$ cat config.mk
export PLATFORM = sky130hd
export DESIGN_NAME = fetch_queue
export DESIGN_NICKNAME = d
export VERILOG_FILES = /design/src/rtl/fetch_queue.sv
export SDC_FILE = /design/constraint.sdc
export NUM_CORES = 1
export LEC_CHECK = 0
export CELL_PAD_IN_SITES_DETAIL_PLACEMENT = 2
export CELL_PAD_IN_SITES_GLOBAL_PLACEMENT = 2
export CORE_ASPECT_RATIO = 1.5
export CORE_MARGIN = 5
export CORE_UTILIZATION = 43
export DETAILED_ROUTE_END_ITERATION = 12
export GPL_ROUTABILITY_DRIVEN = 0
export GPL_TIMING_DRIVEN = 0
export PLACE_DENSITY_LB_ADDON = 0.1
export SYNTH_ARGS = -nofsm -noshare
export SYNTH_HDL_FRONTEND = slang
export SYNTH_SLANG_ARGS = --single-unit
$ cat constraint.sdc
create_clock -name clk -period 13.85 [get_ports clk]
set_input_delay 1.385 -clock clk [delete_from_list [all_inputs] [get_ports clk]]
set_output_delay 1.385 -clock clk [all_outputs]
set_load 0.01 [all_outputs]
$ cat src/rtl/fetch_queue.sv
// 2-wide {pc, inst} circular queue between fetch and the two decoder lanes.
// Presents the two oldest entries in program order (first-word fall-through); redirect flushes all.
module fetch_queue #(
    parameter int DEPTH = 8,
    parameter int XLEN  = 32
) (
    input  logic                     clk,
    input  logic                     rst_n,
    input  logic                     flush_i,
    input  logic [1:0]               enq_valid_i,
    input  logic [XLEN-1:0]          enq_pc_i,
    input  logic [XLEN-1:0]          enq_inst0_i,
    input  logic [XLEN-1:0]          enq_inst1_i,
    output logic                     enq_ready_o,
    output logic [1:0]               deq_valid_o,
    output logic [XLEN-1:0]          deq_pc0_o,
    output logic [XLEN-1:0]          deq_inst0_o,
    output logic [XLEN-1:0]          deq_pc1_o,
    output logic [XLEN-1:0]          deq_inst1_o,
    input  logic [1:0]               deq_ready_i,
    output logic [$clog2(DEPTH):0]   count_o
);

    localparam int AW = $clog2(DEPTH);
    localparam int CW = AW + 1;

    logic [AW-1:0]   r_head;
    logic [AW-1:0]   r_tail;
    logic [CW-1:0]   r_count;
    logic [XLEN-1:0] r_pc_mem   [DEPTH];
    logic [XLEN-1:0] r_inst_mem [DEPTH];

    logic [AW-1:0]   w_head1;
    logic [AW-1:0]   w_tail1;
    logic            w_enq_ready;
    logic            w_enq_fire;
    logic [1:0]      w_push;
    logic [1:0]      w_deq_valid;
    logic [1:0]      w_deq_fire;
    logic [1:0]      w_pop;
    logic [CW-1:0]   w_count_next;
    logic [XLEN-1:0] w_pc1;

    // Ready looks only at registered occupancy, so no path from deq_ready_i.
    assign w_enq_ready = (CW'(DEPTH) - r_count) >= CW'(2);
    assign w_enq_fire  = w_enq_ready & ~flush_i;
    assign w_head1     = r_head + AW'(1);
    assign w_tail1     = r_tail + AW'(1);
    assign w_pc1       = enq_pc_i + XLEN'(4);

    always_comb begin
        w_push = 2'd0;
        if (w_enq_fire && enq_valid_i[0]) begin
            w_push = enq_valid_i[1] ? 2'd2 : 2'd1;
        end
    end

    assign w_deq_valid[0] = (r_count >= CW'(1)) & ~flush_i;
    assign w_deq_valid[1] = (r_count >= CW'(2)) & ~flush_i;
    assign w_deq_fire     = w_deq_valid & deq_ready_i;

    always_comb begin
        w_pop = 2'd0;
        if (w_deq_fire[0]) begin
            w_pop = w_deq_fire[1] ? 2'd2 : 2'd1;
        end
    end

    assign w_count_next = r_count + CW'(w_push) - CW'(w_pop);

    always_ff @(posedge clk or negedge rst_n) begin
        if (!rst_n) begin
            r_head  <= '0;
            r_tail  <= '0;
            r_count <= '0;
        end else if (flush_i) begin
            r_head  <= '0;
            r_tail  <= '0;
            r_count <= '0;
        end else begin
            r_head  <= r_head + AW'(w_pop);
            r_tail  <= r_tail + AW'(w_push);
            r_count <= w_count_next;
        end
    end

    // Storage carries no reset; occupancy alone decides what is visible.
    always_ff @(posedge clk) begin
        if (w_push != 2'd0) begin
            r_pc_mem[r_tail]   <= enq_pc_i;
            r_inst_mem[r_tail] <= enq_inst0_i;
        end
        if (w_push == 2'd2) begin
            r_pc_mem[w_tail1]   <= w_pc1;
            r_inst_mem[w_tail1] <= enq_inst1_i;
        end
    end

    assign enq_ready_o = w_enq_ready;
    assign deq_valid_o = w_deq_valid;
    assign count_o     = r_count;
    assign deq_pc0_o   = w_deq_valid[0] ? r_pc_mem[r_head]    : '0;
    assign deq_inst0_o = w_deq_valid[0] ? r_inst_mem[r_head]  : '0;
    assign deq_pc1_o   = w_deq_valid[1] ? r_pc_mem[w_head1]   : '0;
    assign deq_inst1_o = w_deq_valid[1] ? r_inst_mem[w_head1] : '0;

endmodule

==> impl_metrics.tcl <==
set metrics [dict create \
    rows 121 \
    end_kind "primary output" \
    layout.cells.non_filler 4026 \
    first_iter_violations 2309 \
    port_buffers 157 \
    grt_pass1_wl_um 191000 \
    drc 0 \
    place_area_mm2 0.0352 \
    max_stage_delay_ns 0.93 \
    yosysWarnings 0 \
    maxSlewHeadroom_pct 13.1 \
    drive_above_1_share_pct 19.3 \
    p_sw_uw 1900 \
    core-area_mm2 0.0727 \
    slowest_stage "clkbuf_1" \
    grt_max_degree 21 \
    critPathLaunch "flush_i" \
    peakVddDrop_mv 0.107 \
    area_growth_pct 17.2 \
    grt_pass1_vias 28500 \
    fmax_ghz 0.152 \
    track_usage_pct 33.2 \
    cp_max_fo 10 \
    p_int_uw 3560 \
    antenna_found_initial 9 \
    synth_edf_count 512 \
    hold_violations 0 \
    postCtsSetupBuffers 0 \
    drtPass1Iterations 6 \
    synthArstFlopShare_pct 1.92 \
    synth-seq-area-share_pct 49.6 \
    r2r-start "count_o[1]$_DFF_PN0_" \
    pwr-share-clk_pct 27.4 \
    p_leak_uw 0.0132 \
    criticalPathCategory "in -> out" \
    clockBufferDepth 3 \
    netlist_instances 2800 \
    place_inst 3916 \
    worstPathArrival_ns 5.18 \
    cts_resized 0 \
    cts-htree-levels 2 \
    hold_buffers 0 \
    holdCritStartpoint "r_tail[2]$_DFF_PN0_" \
    wl_per_cell_um 33.1 \
    root_buffer "clkbuf_16" \
    hpwl_um 93300 \
    path_delay_family "buffers and inverters" \
    clk-insertion-delay-late_ns 0.64 \
    final_nets 3171 \
    ios 238 \
    dieArea_mm2 0.0789 \
    syn_area_per_cell_um2 11.3 \
    num_vias 25000 \
    switching_share_pct 34.8 \
    max-cap-violations 0 \
    start_kind "primary input" \
    initial_utilization_pct 43.4 \
    hold_ws_ns 0.749 \
    fin_crit_sh_pct 47.4 \
    fin_crit_ns 6.56 \
    cts_num_sinks 522 \
    synth-seq-cells 522 \
    totalWireLength_um 133000 \
    gr-total-overflow 0 \
    final_antenna_net_count 0 \
    viasPerCell 6.21 \
    rsz0062_at_grt "false" \
    worstPathRequired_ns 12.47 \
    synth_fp_nets 2920 \
    cts_tree "done" \
    crit_top_cell "clkbuf_1" \
    yosysUniqueCellTypes 50 \
    die_h_um 342 \
    p_total_uw 5460 \
    worstPathCellList "clkdlybuf4s50_1, clkbuf_1, inv_1, o21ai_0, clkbuf_1, clkbuf_1, nor2_1, clkdlybuf4s50_1" \
    cts_buffers 55 \
    slew_viol_final 0 \
    status "finished, final reports clean" \
    finalSetupViolCount 0 \
    min_path_type "reg -> reg" \
    synth_area_mm2 0.0315 \
    ys.flop_type "edfxtp_1" \
    tightest_slew_ns 1.30 \
    clkTransAtPathRegs_ns 0.07 \
    p_comb_share_pct 37.7 \
    path_buf_inv 6 \
    powerDensity_mw_per_mm2 148 \
    final_design_area_no_fill_mm2 0.0370 \
    seq_power_share_pct 34.9 \
    skew_ns 0.0110 \
    fp.dieW_um 231 \
]
-- final cells by class --
| cell class | instances | area (µm²) |
|---|---|---|
| timing repair buffer | 194 | 2390 |
| antenna | 10 | 25.0 |
| buffer | 284 | 1370 |
| fill | 7302 | 35700 |
| multi-input combinational | 1978 | 14600 |
| sequential | 522 | 15600 |
| clock inverter | 28 | 193 |
| inverter | 16 | 60.1 |
| clock buffer | 72 | 1540 |
| tap | 922 | 1150 |
-- sequential cells by signal, summed over array words and instances (netlist names) --
name        count
r_inst_mem    256
count_o         4
r_head          3
r_tail          3
r_pc_mem      256
-- routing by layer --
metal	part of all wire [%]	vias up	global-route usage, %
li1	-	10300	-
met1	35	13000	37.5
met2	52	1277	60.2
met3	6.8	438	5.67
met4	6.1	4	16.9
met5	0.020	-	0
-- logic make-up after synthesis --
family / share of synthesized area, %
simple gates: 16.3
flops: 49.6
mux: 20.3
buf+inv: 4.54
xor+xnor: 6.67
compound gates: 1.89
fa+ha+maj: 0.770
-- tightest hold or removal path, cell delays in order (launching register included) --
cell and delay (ns):
dfrtp_1 0.32, buf_2 0.21, xor2_1 0.11, nor2_1 0.08
-- synth_stat cells (2+ instances only) --
| cell | count | area share, % |
|---|---|---|
| xor2_1 | 103 | 2.9 |
| nand4_2 | 3 | 0.12 |
| o21ai_1 | 7 | 0.11 |
| xnor2_1 | 137 | 3.8 |
| mux4_2 | 256 | 18 |
| clkbuf_1 | 66 | 0.79 |
| nand3_1 | 15 | 0.24 |
| nor2_1 | 180 | 2.1 |
| buf_4 | 19 | 0.45 |
| edfxtp_1 | 512 | 49 |
| and4_1 | 5 | 0.14 |
| a21oi_1 | 67 | 1.1 |
| ha_1 | 13 | 0.52 |
| nand2_1 | 1047 | 12 |
| a211oi_1 | 3 | 0.071 |
| fa_1 | 4 | 0.25 |
| buf_1 | 11 | 0.13 |
| and3_1 | 10 | 0.20 |
| buf_2 | 185 | 2.9 |
| o31ai_1 | 4 | 0.095 |
| clkbuf_2 | 3 | 0.048 |
| nand4_1 | 7 | 0.14 |
| mux2i_1 | 64 | 2.0 |
| inv_1 | 15 | 0.18 |
| nor3_1 | 11 | 0.17 |
| or3_1 | 3 | 0.060 |
| a21boi_1 | 6 | 0.14 |
| dfrtp_1 | 10 | 0.79 |
| o211ai_1 | 2 | 0.048 |
| o21ai_0 | 5 | 0.079 |
| nor2b_1 | 6 | 0.12 |
| nor4_2 | 3 | 0.12 |
-- layout by cell type (no fill, tap or decap), types with 4 or more instances in the layout --
master / count
buf_1: 11
clkdlybuf4s50_1: 157
nor3_1: 11
buf_16: 18
clkinv_2: 7
nor2_1: 180
diode_2: 10
clkbuf_8: 6
xor2_1: 102
nand3_1: 15
clkinv_1: 18
clkbuf_16: 57
xnor2_1: 136
edfxtp_1: 512
buf_12: 10
inv_1: 15
clkbuf_1: 75
and3_1: 10
a21boi_1: 6
dfrtp_1: 10
fa_1: 4
nand2_1: 1047
a21oi_1: 67
buf_4: 19
o21ai_4: 4
mux2i_1: 64
mux4_2: 256
nand4_1: 7
and4_1: 5
nor2b_1: 6
buf_2: 185
buf_8: 7
ha_1: 13
o31ai_4: 4
o21ai_1: 7
-- power by group through the flow --
| stage | registers (µW) | logic, µW | clock network [µW] |
|---|---|---|---|
| finish | 1910 | 2060 | 1500 |
| global route | 1910 | 2150 | 1570 |
| CTS | 1900 | 2060 | 1500 |
| detailed placement | 1940 | 2030 | 0 |
| global placement | 1970 | 1900 | 0 |
| floorplan | 1930 | 1120 | 0 |
-- worst paths after layout --
check,end,slack (ns),depth (start not counted)
worst max-delay path,deq_inst0_o[29],7.29,8
worst min-delay path,r_tail[2]$_DFF_PN0_,0.75,3
worst max register to register,count_o[3]$_DFF_PN0_,9.37,15
worst min register to register,r_tail[2]$_DFF_PN0_,0.75,3
max in group asynchronous,r_tail[0]$_DFF_PN0_,12.29,1
min in group asynchronous,count_o[3]$_DFF_PN0_,1.14,1
-- metrics by stage --
| step | util, % | setup TNS, ns | worst slack, ns |
|---|---|---|---|
| 2_1_floorplan | - | 0 | 6.66 |
| 3_3_place_gp | 47.1 | -182.32 | -0.756 |
| 3_5_place_dp | 48.4 | 0 | 7.40 |
| 4_1_cts | 50.8 | 0 | 7.39 |
| 5_1_grt | 50.8 | 0 | 7.29 |
| 6_report | 50.8 | 0 | 7.29 |
Power figures use the tool's default switching activity.
